## config.mk

```make
export PLATFORM = sky130hd
export DESIGN_NAME = video_src_switch
export DESIGN_NICKNAME = d
export VERILOG_FILES = /design/src/rtl/video_src_switch.sv
export SDC_FILE = /design/constraint.sdc
export NUM_CORES = 1
export LEC_CHECK = 0
export CAP_MARGIN = 5
export CORE_ASPECT_RATIO = 2
export CORE_MARGIN = 10
export CORE_UTILIZATION = 43
export DETAILED_ROUTE_END_ITERATION = 7
export PLACE_DENSITY = 0.79
export SYNTH_ARGS = -nofsm -noshare
export SYNTH_HDL_FRONTEND = slang
export SYNTH_SLANG_ARGS = --single-unit
```

## constraint.sdc

```tcl
create_clock -name clk_i -period 2.2 [get_ports clk_i]
set_input_delay 0.22 -clock clk_i [delete_from_list [all_inputs] [get_ports clk_i]]
set_output_delay 0.22 -clock clk_i [all_outputs]
set_load 0.02 [all_outputs]
```

## src/rtl/video_src_switch.sv

```systemverilog
// Frame-aligned 2:1 AXI4-Stream source switch (camera / test pattern) that also
// sequences the test-pattern generator so it only starts, stops or reconfigures on SOF.
//
// state | meaning
// IDLE  | stopped; both sources stalled, generator off
// START | load generator config (if test pattern selected), enable it
// SYNC  | discard beats of the active source until its SOF is presented
// PASS  | combinational forward of the active source to m
// STOP  | boundary reached; generator off, pick new source
// GAP   | generator held off for TP_OFF_CYCLES before restarting
module video_src_switch #(
  parameter int DW            = 8,
  parameter int TP_OFF_CYCLES = 4
) (
  input  logic          clk_i,
  input  logic          rst_i,
  input  logic          enable_i,
  input  logic          sel_i,
  input  logic [1:0]    tp_type_i,
  input  logic [10:0]   tp_width_i,
  input  logic [10:0]   tp_height_i,
  input  logic          tp_cfg_upd_i,
  output logic          tp_enable_o,
  output logic [1:0]    tp_type_o,
  output logic [10:0]   tp_width_o,
  output logic [10:0]   tp_height_o,
  input  logic [DW-1:0] s0_tdata,
  input  logic          s0_tvalid,
  input  logic          s0_tuser,
  input  logic          s0_tlast,
  output logic          s0_tready,
  input  logic [DW-1:0] s1_tdata,
  input  logic          s1_tvalid,
  input  logic          s1_tuser,
  input  logic          s1_tlast,
  output logic          s1_tready,
  output logic [DW-1:0] m_tdata,
  output logic          m_tvalid,
  output logic          m_tuser,
  output logic          m_tlast,
  input  logic          m_tready,
  output logic          active_sel_o,
  output logic [2:0]    state_o,
  output logic [15:0]   frame_cnt_o,
  output logic [15:0]   drop_cnt_o
);

  typedef enum logic [2:0] {
    ST_IDLE  = 3'd0,
    ST_START = 3'd1,
    ST_SYNC  = 3'd2,
    ST_PASS  = 3'd3,
    ST_STOP  = 3'd4,
    ST_GAP   = 3'd5
  } state_t;

  localparam int GW = (TP_OFF_CYCLES > 1) ? $clog2(TP_OFF_CYCLES) : 1;
  localparam logic [GW-1:0] GAP_LOAD = GW'(TP_OFF_CYCLES - 1);

  state_t        state_q, state_d;
  logic          active_sel_q, active_sel_d;
  logic          tp_enable_q, tp_enable_d;
  logic [1:0]    tp_type_q, tp_type_d;
  logic [10:0]   tp_width_q, tp_width_d;
  logic [10:0]   tp_height_q, tp_height_d;
  logic [15:0]   frame_cnt_q, frame_cnt_d;
  logic [15:0]   drop_cnt_q, drop_cnt_d;
  logic          cfg_pend_q, cfg_pend_d;
  logic [GW-1:0] gap_cnt_q, gap_cnt_d;

  logic [DW-1:0] act_tdata;
  logic          act_tvalid;
  logic          act_tuser;
  logic          act_tlast;
  logic          act_sof;
  logic          act_ready;
  logic          cfg_upd_act;
  logic          bnd_req;

  assign act_tdata   = active_sel_q ? s1_tdata  : s0_tdata;
  assign act_tvalid  = active_sel_q ? s1_tvalid : s0_tvalid;
  assign act_tuser   = active_sel_q ? s1_tuser  : s0_tuser;
  assign act_tlast   = active_sel_q ? s1_tlast  : s0_tlast;
  assign act_sof     = act_tvalid & act_tuser;
  assign cfg_upd_act = tp_cfg_upd_i & active_sel_q;

  // Same-cycle config pulse counts, so a pulse coinciding with an SOF is not deferred a frame.
  assign bnd_req = (sel_i != active_sel_q) | ~enable_i | cfg_pend_q | cfg_upd_act;

  always_comb begin
    state_d      = state_q;
    active_sel_d = active_sel_q;
    tp_enable_d  = tp_enable_q;
    tp_type_d    = tp_type_q;
    tp_width_d   = tp_width_q;
    tp_height_d  = tp_height_q;
    frame_cnt_d  = frame_cnt_q;
    drop_cnt_d   = drop_cnt_q;
    cfg_pend_d   = cfg_pend_q;
    gap_cnt_d    = gap_cnt_q;
    act_ready    = 1'b0;
    m_tdata      = '0;
    m_tvalid     = 1'b0;
    m_tuser      = 1'b0;
    m_tlast      = 1'b0;

    unique case (state_q)
      ST_IDLE: begin
        tp_enable_d = 1'b0;
        cfg_pend_d  = 1'b0;
        if (enable_i) begin
          active_sel_d = sel_i;
          state_d      = ST_START;
        end
      end

      ST_START: begin
        if (active_sel_q) begin
          tp_type_d   = tp_type_i;
          tp_width_d  = tp_width_i;
          tp_height_d = tp_height_i;
          tp_enable_d = 1'b1;
        end else begin
          tp_enable_d = 1'b0;
        end
        state_d = ST_SYNC;
      end

      ST_SYNC: begin
        if (cfg_upd_act) cfg_pend_d = 1'b1;
        if (!enable_i) begin
          tp_enable_d = 1'b0;
          state_d     = ST_IDLE;
        end else if (act_sof) begin
          state_d = ST_PASS;
        end else begin
          act_ready = 1'b1;
          if (act_tvalid && drop_cnt_q != 16'hFFFF) drop_cnt_d = drop_cnt_q + 16'd1;
        end
      end

      ST_PASS: begin
        if (cfg_upd_act) cfg_pend_d = 1'b1;
        if (act_sof && bnd_req) begin
          tp_enable_d = 1'b0;
          state_d     = ST_STOP;
        end else begin
          m_tdata   = act_tdata;
          m_tvalid  = act_tvalid;
          m_tuser   = act_tuser;
          m_tlast   = act_tlast;
          act_ready = m_tready;
          if (act_sof && m_tready) frame_cnt_d = frame_cnt_q + 16'd1;
        end
      end

      ST_STOP: begin
        tp_enable_d = 1'b0;
        cfg_pend_d  = 1'b0;
        if (!enable_i) begin
          state_d = ST_IDLE;
        end else begin
          active_sel_d = sel_i;
          gap_cnt_d    = GAP_LOAD;
          state_d      = ST_GAP;
        end
      end

      ST_GAP: begin
        if (gap_cnt_q == '0) state_d = ST_START;
        else                 gap_cnt_d = gap_cnt_q - 1'b1;
      end

      default: state_d = ST_IDLE;
    endcase

    s0_tready = act_ready & ~active_sel_q;
    s1_tready = act_ready &  active_sel_q;
  end

  always_ff @(posedge clk_i) begin
    if (rst_i) begin
      state_q      <= ST_IDLE;
      active_sel_q <= 1'b0;
      tp_enable_q  <= 1'b0;
      tp_type_q    <= '0;
      tp_width_q   <= '0;
      tp_height_q  <= '0;
      frame_cnt_q  <= '0;
      drop_cnt_q   <= '0;
      cfg_pend_q   <= 1'b0;
      gap_cnt_q    <= '0;
    end else begin
      state_q      <= state_d;
      active_sel_q <= active_sel_d;
      tp_enable_q  <= tp_enable_d;
      tp_type_q    <= tp_type_d;
      tp_width_q   <= tp_width_d;
      tp_height_q  <= tp_height_d;
      frame_cnt_q  <= frame_cnt_d;
      drop_cnt_q   <= drop_cnt_d;
      cfg_pend_q   <= cfg_pend_d;
      gap_cnt_q    <= gap_cnt_d;
    end
  end

  assign tp_enable_o  = tp_enable_q;
  assign tp_type_o    = tp_type_q;
  assign tp_width_o   = tp_width_q;
  assign tp_height_o  = tp_height_q;
  assign active_sel_o = active_sel_q;
  assign state_o      = state_q;
  assign frame_cnt_o  = frame_cnt_q;
  assign drop_cnt_o   = drop_cnt_q;

endmodule

```

* Yosys cells after proc, flatten, opt, wreduce, memory -nomap -nowiden *
Index checks and enable logic that the tools add are counted.

operators by class
  add/subtract/negate cells = 3
  multiply operators = 0
  divide/modulo/power cells = 0
  magnitude comparators = 0
  equal/unequal tests = 15
  shift operators = 0
  muxes and demuxes = 32
  bitwise logic cells = 11
  reductions and logical operators = 18

operators by type and width
  kind                                                  number
  adder 16 x 1 -> 16 bit (second input constant)        2
  2-to-1 mux 8 bit                                      3
  2-to-1 mux 3 bit                                      6
  case mux 3 bit (6 select lines)                       1
  2-to-1 mux 1 bit                                      16
  inequality test 16 bit (second input constant)        1
  inequality test 2 bit (second input constant)         6
  AND reduction 3 bit                                   3
  AND reduction 4 bit                                   2
  equality test 3 x 2 -> 1 bit (second input constant)  2
  equality test 3 bit (second input constant)           2
  AND reduction 2 bit                                   3
  AND 1 bit                                             4
  2-to-1 mux 2 bit                                      2
  inverter 1 bit                                        4
  case mux 1 bit (2 select lines)                       2
  case mux 1 bit (4 select lines)                       1
  case mux 2 bit (2 select lines)                       1
  nonzero test 2 bit                                    2
  nonzero test 4 bit                                    1
  OR reduction 2 bit                                    2
  equality test 3 x 1 -> 1 bit (second input constant)  1
  logical AND 1 bit                                     3
  logical NOT 3 bit                                     1
  other kinds (6)                                       8

word-level totals
  bits in registers = 64
  bits in latches = 0
  bits in writable memories = 0
  ROM bits = 0
  input port bits = 52
  output and inout port bits = 74
  word-level logic and storage cells = 89
  memories kept = 0

* Depth between registers and ports, before layout *
  depth in word-level cells = 8
  gate-level depth with buffers = 7
  mapped depth without buffers = 6

* Least setup slack after synthesis *
Ideal clock, no wire load.

  path kind = register to output
  start = reg active_sel_q, in the netlist active_sel_o
  end = out s1_tready
  arrival time = 1,951 ps
  data required time = 1,980 ps
  path slack = 29 ps
  cell stages (with the launch flop) = 8
  buffers on the path = 2
  path through = dfxtp_1 > buf_6 > or2_4 > a211o_1 > a21o_1 > clkbuf_1 > o22a_1 > nor2b_1

on the way
  cells in the longest elaborated chain, start to end = 8
  elaborated cells between the ends (all ways) = 14
  those cells by class = eq/ne (1); mux (6); bitwise (6); reduce/logical (1)

RTL lines
  what                             RTL line  text
  start, declared                  61        logic active_sel_q, active_sel_d;
  start signal, assigned           195       active_sel_q <= active_sel_d;
  inequality test 1 bit            88        assign bnd_req = (sel_i != active_sel_q) | ~enable_i | cfg_pend_q | cfg_upd_act;
  OR 1 bit (3 in series)           88
  logical AND 1 bit                144       if (act_sof && bnd_req) begin
  2-to-1 mux 1 bit                 144
  case mux 1 bit (2 select lines)  107       unique case (state_q)
  AND 1 bit *                      178       s1_tready = act_ready & active_sel_q;
  end, declared                    36        output logic s1_tready,

Every way passes the cells marked *; elsewhere a longest branch is shown, timed or not.

* Worst setup path in the final report *
  start = in sel_i
  end = out m_tdata[4]

on the way
  cells in the longest elaborated chain, start to end = 7

RTL lines
  what                    RTL line  text
  start, declared         18        input logic sel_i,
  inequality test 1 bit   88
  OR 1 bit (3 in series)  88
  logical AND 1 bit       144
  2-to-1 mux 8 bit        144
  2-to-1 mux 8 bit        107
  end, declared           37        output logic [DW-1:0] m_tdata,

No other way between the ends.

==> summary.txt <==
Setup path
  • Startpoint Class: input port
  • FF-to-FF Start: active_sel_o$_SDFFE_PP0P_
  • WS Path Type: in -> out
  • Element type at the critical path end: primary output
  • Worst path arrival time: between 1500 and 2000 ps
  • Crit path max fanout: 16
  • Reg2Reg Setup Slack: about 250 ps
  • R2R cell count: 6
  • Worst r2r dst: drop_cnt_o[13]$_SDFFE_PP0P_
  • Worst EP required: about 2000 ps

Yosys
  • Distinct cell type count after synthesis: 51
  • Ys flop type: dfxtp_1
  • Syn_area_per_cell: 8.02 µm²
  • Async SR Flop Fraction: 0
  • Yosys reg bits: 64
  • EDFF count, synth: 0
  • Cells after Synth: 389
  • Syn Std Cell Area: between 3000 and 4000 µm²
  • Sequential-to-total area share from yosys stat: 0.411
  • Syn Nets: between 400 and 500
  • Synth Warn #: 0

Clocking
  • # Post-CTS Setup Buffers: 0
  • CTS H-tree lvls: 3
  • CTS tree: built
  • CTS clk-pin slew, worst paths: around 60 ps
  • Num CTS Buffers: 9
  • Clk buf depth: 2
  • Clock root cell: clkbuf_16
  • Skew-Pair Late Insertion Delay: 330 ps
  • Clk sinks: 64
  • Hold buffer count at cts: 0

Global route
  • Antenna violations before repair: 0
  • Vias in the first global route: between 3000 and 4000
  • Congestion Overflow GR: 0
  • Largest net degree at the start of global routing: between 40 and 50
  • First-pass GRT wire length: 16100 µm
  • GRT Util Overall: 0.181

Drt
  • Final wirelength: approximately 10000 µm
  • Drt drc: 0
  • Initial drt markers: 123
  • Pre-antenna DRT Iters: 6
  • WL per Instance: ~16 µm
  • Post-DR vias/cell: 5.23
  • Remaining antenna violation count: 0
  • Vias: about 3300

Status
  • Status: complete, no violations

Timing
  • Slew Viols, Final: 0
  • Clk_skew: 6.63 ps
  • Total Neg Setup Slack: 0 ps
  • Max transition margin: 0.433
  • Final Critical Period: around 2100 ps
  • Final setup violation count: 0
  • Fmax: 474 MHz
  • Slew @ Worst Pin: 850 ps
  • RSZ-0062 raised after global routing: no
  • Period utilization: 0.959
  • Endpoints failing hold: 0

Die
  • Die X: 80.2 µm
  • IO Pins: approximately 130
  • Initial core utilization: 0.446
  • Area of the core: ~7000 µm²
  • Number of cell rows: 43
  • Die height: 140 µm
  • Die footprint: ~11000 µm²

Pwr
  • Total design power: 2950 µW
  • PwrDens: about 600 nW/µm²
  • Static leakage: 0.00177 µW
  • Peak VDD IR: between 600 and 700 µV

Placement
  • Gpl congestion: around 0.86
  • Port Buffers: approximately 130
  • Dpl hpwl: between 8000 and 9000 µm

Min path
  • Hold_sp: tp_height_i[5]
  • HP Class: in -> reg
  • Min-Delay Endpoint: tp_height_o[5]$_SDFFE_PP0P_
  • Worst Hold Path Cells: 3

Layout
  • N_diodes: 0
  • # nets final: approximately 590
  • Area Overhead vs Synth: 54.3%
  • Share of cells above drive strength 1: 0.129

Job
  • Max-Cap Viols: 0
worst max-delay path by stage:
| stage | from | endpoint | slack, ps | depth (start not counted) |
|---|---|---|---|---|
| 6_report | sel_i | m_tdata[4] | 90 | 7 |
| 5_1_grt | sel_i | m_tdata[2] | 2 | 7 |
| 4_1_cts | active_sel_o$_SDFFE_PP0P_ | m_tdata[2] | 0.7 | 6 |
| 3_5_place_dp | sel_i | s1_tready | -380 | 7 |
| 3_3_place_gp | sel_i | s1_tready | -340 | 7 |
| 2_1_floorplan | active_sel_o$_SDFFE_PP0P_ | s1_tready | 30 | 7 |
layer usage:
metal / vias to the layer above / routed length, µm / track usage
met3: 18 / 813 / 0.0788
li1: 1623 / - / -
met2: 98 / 5850 / 0.348
met5: - / 0 / 0
met1: 1538 / 3220 / 0.145
met4: 0 / 241 / 0.0821
worst max-delay path: stages:
cell and delay (ps):
clkdlybuf4s50_1 440, or2_4 250, a211o_1 290, a21o_1 190
buf_4 180, nor2_1 130, buf_2 180
cell usage in the layout (no fill, tap or decap), types with 2 or more instances in the layout:
master           netlist  routed
and3_1                 9       9
nor4_2                 2       2
nor3b_1                2       2
nor2b_1                5       5
o22a_1                 2       2
nand2b_1               2       2
dfxtp_1               64      63
nor4b_1                2       2
a211oi_1               2       2
nor4_1                 4       4
nand4_1               13      13
nand4bb_1              2       2
a21oi_1               35      35
and4_1                 3       3
buf_2                  4      14
a21o_1                 2       2
nand3b_1               2       2
mux2i_1               12      12
clkdlybuf4s50_1        0     111
clkbuf_16              0       9
and2_1                 6       6
nor3_1                 7       7
clkinv_2               0       2
nand3_1               10      10
nand2_1               71      71
inv_1                  8       8
xor2_1                 8       8
buf_4                  1      27
or4_1                  2       2
or3_1                  2       2
nor2_1                48      48
clkinv_4               0       2
xnor2_1               14      14
ha_1                   3       3
o21ai_0                8       8
through the flow:
stage / utilization / hold slack (ps) / cells / setup WS (ps) / instance area [µm²]
floorplan: - / 356 / 389 / 29.5 / 3120
global placement: 0.656 / 441 / 610 / -337 / 4590
detailed placement: 0.656 / 449 / 610 / -376 / 4590
CTS: 0.688 / 421 / 626 / 0.700 / 4810
global route: 0.688 / 439 / 626 / 2.36 / 4810
finish: 0.688 / 429 / 626 / 90.0 / 4810
synth_stat cells (2+ instances only):
| master | number | area share |
|---|---|---|
| or3_1 | 2 | 0.0040 |
| a21oi_1 | 35 | 0.056 |
| and4_1 | 3 | 0.0084 |
| dfxtp_1 | 64 | 0.41 |
| nand2b_1 | 2 | 0.0040 |
| buf_2 | 4 | 0.0064 |
| mux2i_1 | 12 | 0.039 |
| nor3_1 | 7 | 0.011 |
| nand3b_1 | 2 | 0.0048 |
| a211oi_1 | 2 | 0.0048 |
| a21o_1 | 2 | 0.0048 |
| nand4bb_1 | 2 | 0.0072 |
| inv_1 | 8 | 0.0096 |
| nor4_2 | 2 | 0.0080 |
| nor4b_1 | 2 | 0.0056 |
| nand3_1 | 10 | 0.016 |
| nor4_1 | 4 | 0.0080 |
| o21ai_0 | 8 | 0.013 |
| xnor2_1 | 14 | 0.039 |
| o22a_1 | 2 | 0.0056 |
| and3_1 | 9 | 0.018 |
| ha_1 | 3 | 0.012 |
| xor2_1 | 8 | 0.022 |
| nor3b_1 | 2 | 0.0048 |
| nor2b_1 | 5 | 0.010 |
| and2_1 | 6 | 0.012 |
| clkbuf_1 | 15 | 0.018 |
| nand2_1 | 71 | 0.085 |
| or4_1 | 2 | 0.0048 |
| nand4_1 | 13 | 0.026 |
| nor2_1 | 48 | 0.058 |
flip-flops by register name (all words and copies together), names as in the netlist:
| register | cells |
|---|---|
| gap_cnt_q | 2 |
| drop_cnt_o | 16 |
| tp_height_o | 11 |
| state_o | 3 |
| tp_width_o | 11 |
| frame_cnt_o | 16 |
| tp_type_o | 2 |
| tp_enable_o | 1 |
| active_sel_o | 1 |
| cfg_pend_q | 1 |
logic make-up after synthesis:
family,after synthesis,synth area share
buf+inv,30,0.0413
mux,14,0.0457
xor+xnor,22,0.0618
simple gates,198,0.317
compound gates,58,0.112
flops,64,0.411
fa+ha+maj,3,0.0120
timing repair:
action	in CTS	in global routing
setup endpoints to repair	13	14
endpoints found under the hold margin	0	0
resized for setup	51	3
report_power, final:
part	internal, µW	total [µW]	switching [µW]
Combinational	223	431	208
Sequential	1180	1200	19.1
Clock	795	1320	524
final cells by class:
type	count	area, µm²
Clock buffer	10	239
Multi-Input combinational cell	295	1710
Sequential cell	64	1280
Tap cell	90	113
Fill cell	588	2180
Inverter	8	30.0
Clock inverter	6	43.8
Timing Repair Buffer	153	1400
Power figures use the tool's default switching activity.
